[src/rtl/ifetch_pc_unit.sv]
// rtl/ifetch_pc_unit.sv - instruction-fetch program counter, IF/ID register and run/step/halt control
module ifetch_pc_unit #(
  parameter int          ADDR_W   = 10,
  parameter int          DATA_W   = 32,
  parameter int unsigned RESET_PC = 0
) (
  input  logic              clk,
  input  logic              rst_n,
  input  logic              run,
  input  logic              step,
  input  logic              stall,
  input  logic              redirect_valid,
  input  logic [ADDR_W-1:0] redirect_target,
  input  logic              halt_req,
  output logic [ADDR_W-1:0] rom_addr,
  input  logic [DATA_W-1:0] rom_data,
  output logic [DATA_W-1:0] ir,
  output logic [ADDR_W-1:0] ir_pc,
  output logic              ir_valid,
  output logic [ADDR_W-1:0] pc,
  output logic              halted,
  output logic              pc_wrapped,
  output logic [31:0]       fetch_count
);

  logic step_q;
  logic step_rise;
  logic adv;

  // A held step only counts once: advance on its rising edge, or every cycle when running.
  always_comb begin
    step_rise = step & ~step_q;
    adv       = ~halted & (run | step_rise);
    rom_addr  = pc;
  end

  // Step edge detector history.
  always_ff @(posedge clk or negedge rst_n) begin
    if (!rst_n) begin
      step_q <= 1'b0;
    end else begin
      step_q <= step;
    end
  end

  // Fetch state: halt beats everything, then advance gating, redirect, stall, sequential fetch.
  always_ff @(posedge clk or negedge rst_n) begin
    if (!rst_n) begin
      pc          <= ADDR_W'(RESET_PC);
      ir          <= '0;
      ir_pc       <= '0;
      ir_valid    <= 1'b0;
      halted      <= 1'b0;
      pc_wrapped  <= 1'b0;
      fetch_count <= '0;
    end else if (halt_req) begin
      halted   <= 1'b1;
      ir       <= '0;
      ir_valid <= 1'b0;
    end else if (!adv) begin
      // frozen: paused in step mode, or halted
    end else if (redirect_valid) begin
      // the word fetched this cycle is on the wrong path, so it becomes a bubble
      pc       <= redirect_target;
      ir       <= '0;
      ir_valid <= 1'b0;
    end else if (stall) begin
      // decode is holding; keep PC and IR as they are
    end else begin
      ir       <= rom_data;
      ir_pc    <= pc;
      ir_valid <= 1'b1;
      pc       <= pc + ADDR_W'(1);
      if (&pc) begin
        pc_wrapped <= 1'b1;
      end
      if (fetch_count != 32'hFFFF_FFFF) begin
        fetch_count <= fetch_count + 32'd1;
      end
    end
  end

endmodule
[config.mk]
export PLATFORM = sky130hd
export DESIGN_NAME = ifetch_pc_unit
export DESIGN_NICKNAME = d
export VERILOG_FILES = /design/src/rtl/ifetch_pc_unit.sv
export SDC_FILE = /design/constraint.sdc
export NUM_CORES = 1
export LEC_CHECK = 0
export BUFFER_PORTS_ARGS = -buffer_cell sky130_fd_sc_hd__buf_2
export CAP_MARGIN = 40
export CORE_ASPECT_RATIO = 2
export CORE_UTILIZATION = 53
export DETAILED_ROUTE_END_ITERATION = 16
export PLACE_DENSITY = 0.92
export REMOVE_ABC_BUFFERS = 1
export SYNTH_ARGS = -nofsm -noshare
export SYNTH_HDL_FRONTEND = slang
export SYNTH_SLANG_ARGS = --single-unit
[constraint.sdc]
create_clock -name clk -period 3.7 [get_ports clk]
set_input_delay 0 -clock clk [delete_from_list [all_inputs] [get_ports clk]]
set_output_delay 0 -clock clk [all_outputs]
set_load 0.02 [all_outputs]
After elaboration in Yosys (flattened, before gate mapping)
Index checks and enable logic that the tools add are counted.
- flip-flop bits (word level): 88
- latch bits: 0
- bits in writable memories: 0
- memory bits (read-only): 0
- input port bits: 49
- memories: 0
- add/sub/neg operators: 2
- $mul: 0
- divide/modulo/power cells: 0
- $lt $le $gt $ge: 0
- equal/unequal tests: 3
- shifts and indexed selects: 0
- muxes and demuxes: 10
- bitwise gates (word level): 8
- reduce and logical (&&, ||, !) cells: 6
- operator list (operator ; number):
    $mux 32 ; 4
    $add 32x1->32 const B ; 1
    $ne 32x32->1 const B ; 1
    $mux 10 ; 2
    $reduce_and 14->1 ; 1
    $add 10x1->10 const B ; 1
    $not 1->1 ; 5
    $reduce_and 5->1 ; 1
    $mux 1 ; 4
    $reduce_and 4->1 ; 1
    $ne 3x1->1 const B ; 1
    $reduce_and 3->1 ; 1
    $and 1x1->1 ; 2
    $ne 2x1->1 const B ; 1
    $reduce_and 2->1 ; 1
    $reduce_bool 2->1 ; 1
    $or 1x1->1 ; 1

Depth between registers and ports, before layout
- depth after elaboration: 6
- mapped depth: 8
- depth with buffers taken out: 6

Least setup slack after synthesis
OpenSTA, ideal clock, no wires.
- kind: register to register
- start: register fetch_count[0]
- end: register fetch_count[20]
- arrival: 2.031 ns
- required time: 3.575 ns
- slack: 1.544 ns
- cell stages (with the launch flop): 8
- path buffers: 1
- period minus slack after synthesis: 2.156 ns
- cells stage by stage: dfrtp_1 ha_1 clkbuf_1 nand4_1 or4_4 nor2_4 nand3_1 mux2_4
- cells in the longest elaborated chain, start to end: 2
- elaborated cells between the ends (all ways): 3
- RTL lines (item ; line ; RTL):
    start: declaration ; 23 ; output logic [31:0] fetch_count
    start signal: assignment ; 78 ; fetch_count <= fetch_count + 32'd1;
    parallel branches: the longest is 2 deep, another holds $add 32x1->32 ; -- ;
Several ways; the timed one is not identified.
A chain may end at the register's enable or synchronous reset.

Final worst setup path
Same ends and word-level chain as after synthesis.

==> impl_metrics.yaml <==
hold_path:
  holdPathStages: 3
  hold_class: "in -> reg"
sta:
  fmax_ghz: 0.474
  hold_viol: 0
  max-slew-margin-rel: 0.629
  slew_viol_final: 0
  post-route-period-util: 0.571
  fin_setup_tns_ns: 0
  setup_slack_ns: 1.59
  fin_skew_ns: 0.00701
  tightest_slew_ns: 0.554
  min_period_ns: 2.11
  rsz0062_at_grt: "false"
  setup_viol: 0
clock_network:
  postCtsHoldBufs: 44
  postCtsSetupBuffers: 0
  cts_resized: 0
  root_buffer: "clkbuf_16"
  cts_buffers: 9
  clk_path_buf_depth: 2
  cts_sinks: 88
  cts_tree: "done"
  htreeDepth: 3
  worstSkewPairLatency_ns: 0.34
  clkTransAtPathRegs_ns: 0.06
floorplan:
  rows: 43
  die_w_um: 62.3
  start_util: 0.551
  die_h_um: 123
  die-area_um2: 7640
  ios: 146
  coreArea_um2: 6990
worst_setup_path:
  cp-end-kind: "flop"
  slowest_stage: "dfrtp_1"
  cpPeakStageDelay_ns: 0.47
  crit_type: "reg -> reg"
  cp_cell_sequence: "ha_1 -> nand4_1 -> or4_4 -> nor2_4 -> nand3_1 -> mux2_4"
  reg2reg_slack_ns: 1.59
  cp_top_family: "simple AND/OR/NAND/NOR gates"
  worstPathMaxFanout: 8
  start_kind: "flop"
  cp.arrival_ns: 2.34
  cp.required_ns: 3.92
  reg2regPathDepth: 6
  cp.depth: 6
  crit_buf_inv: 0
logic_synthesis:
  syn_area_um2: 3850
  synth_seq_cells: 88
  synth_cell_types: 43
  synth_top_area_share: 0.571
  synth-edff-count: 0
  async_reset_ff_frac: 1.00
  yosys_most_used_dff: "dfrtp_1"
  synth_cells: 349
  syn_avg_cell_area_um2: 11.0
  synthTopCellsByCount: "dfrtp_1, nand2_1, a22o_1, xnor2_1, nand3_1"
  synthTopCellsByArea: "dfrtp_1, a22o_1, xnor2_1, nand2_1, nand4_1"
  synth_top_cell_by_area: "dfrtp_1"
  synth.most_common_cell: "dfrtp_1"
  synth.yosys.seq_area_share: 0.571
  yosysWarnings: 0
final_layout:
  fin_util: 0.767
  antennaDiodeCount: 0
  synthToLayoutAreaGrowth_pct: 39.3
  finalNetCount: 580
  layoutNonFillerInstCount: 624
  drive_above_1_share: 0.333
routing:
  drt_first_pass_iters: 4
  drc_errors: 0
  drt-met1-wl_um: 3730
  postRouteWirelength_um: 10900
  route.met2.wl_um: 5980
  ant_nets: 0
  drtIter0Drc: 176
  avgRoutedWirePerCell_um: 17.4
  top_layer_used: "met4"
  vias: 3566
  wl_met3_um: 616
  via_per_inst: 5.71
global_routing:
  gr-total-overflow: 0
  grt_pass1_wl_um: 17200
  grt_max_degree: 48
  grt_usage: 0.298
  grt_pass1_vias: 3535
  antenna_found_initial: 0
place:
  pre_cts_slack_ns: 1.62
  io_buffers: 145
  numPlacedInstances: 564
  dpl.hpwl_um: 6920
  place.gp.congestion: 0.837
run_status:
  status: "complete, no violations"
flow_run:
  maxCapViolCount: 0
power:
  finalPower_mw: 1.98
  ir_drop_uv: 361
  power.density_nw_per_um2: 370
  leakagePower_nw: 2.85
layout by cell type, fill, tap and decap left out, types with 2 or more instances in the layout:
cell type / count
ha_1: 2
a21oi_1: 6
dlygate4sd3_1: 44
and3_1: 10
nor2_1: 13
mux2i_1: 3
clkbuf_8: 2
and4_1: 3
xor2_1: 9
nand3_1: 15
a22o_1: 32
nand2_1: 46
clkinv_4: 3
buf_2: 144
o21ai_0: 9
clkbuf_16: 9
clkinvlp_4: 2
nand4_1: 14
dfrtp_1: 88
nor3_1: 11
buf_4: 5
a22oi_1: 6
or3_1: 3
a221o_1: 2
o221ai_1: 2
or2_2: 2
xnor2_1: 21
inv_1: 6
power breakdown:
group          switching (mW)  internal, mW
sequential            0.00876         0.970
combinational          0.0722        0.0687
clock                   0.369         0.494
total                   0.450          1.53
through the flow:
stage,hold WS [ns],area (µm²)
after CTS,0.0303,5370
after global routing,0.0472,5370
after detailed placement,0.0162,4630
after global placement,0.121,4590
after floorplan,-0.296,3720
final,0.0331,5370
worst min-delay path, delay by kind of cell:
family          cells  cell delay, ns
buf+inv             1            0.08
compound gates      2            0.25
area by class of cell:
class                      instances  area [µm²]
timing repair buffer             195        1240
clock inverter                     5        41.3
tap                               90         113
clock buffer                      11         253
fill                             474        1630
sequential                        88        2200
multi-input combinational        229        1490
inverter                           6        22.5
sequential cells by signal (all words and copies together) (netlist names):
name,cells
ir_pc,10
ir,32
pc_wrapped,1
step_q,1
ir_valid,1
halted,1
pc,10
fetch_count,32
worst paths after layout:
path	end	from
max in group asynchronous	ir[29]	rst_n
worst min register to register	ir_pc[4]	ir_pc[4]
worst min-delay path	pc[0]	redirect_target[0]
min in group asynchronous	fetch_count[5]	rst_n
worst max-delay path	fetch_count[20]	fetch_count[0]
worst max register to register	fetch_count[20]	fetch_count[0]
cell families (layout without fill, tap and decap cells):
logic type               after synthesis  in the layout  share of synthesized area
AND/OR/NAND/NOR                      128            128                      0.170
adder cells (fa/ha/maj)                2              2                    0.00649
XOR/XNOR                              30             30                     0.0682
multiplexers                           5              5                     0.0146
AO/OA/AOI/OAI                         64             64                      0.128
flip-flops                            88             88                      0.571
buffers and inverters                 32            217                     0.0416
per-layer routing:
| metal | track usage | vias to the layer above |
|---|---|---|
| li1 | - | 1601 |
| met1 | 0.311 | 1747 |
| met2 | 0.532 | 173 |
| met3 | 0.0641 | 45 |
| met4 | 0.198 | 0 |
| met5 | 0 | - |
(Power assumes the default switching activity.)
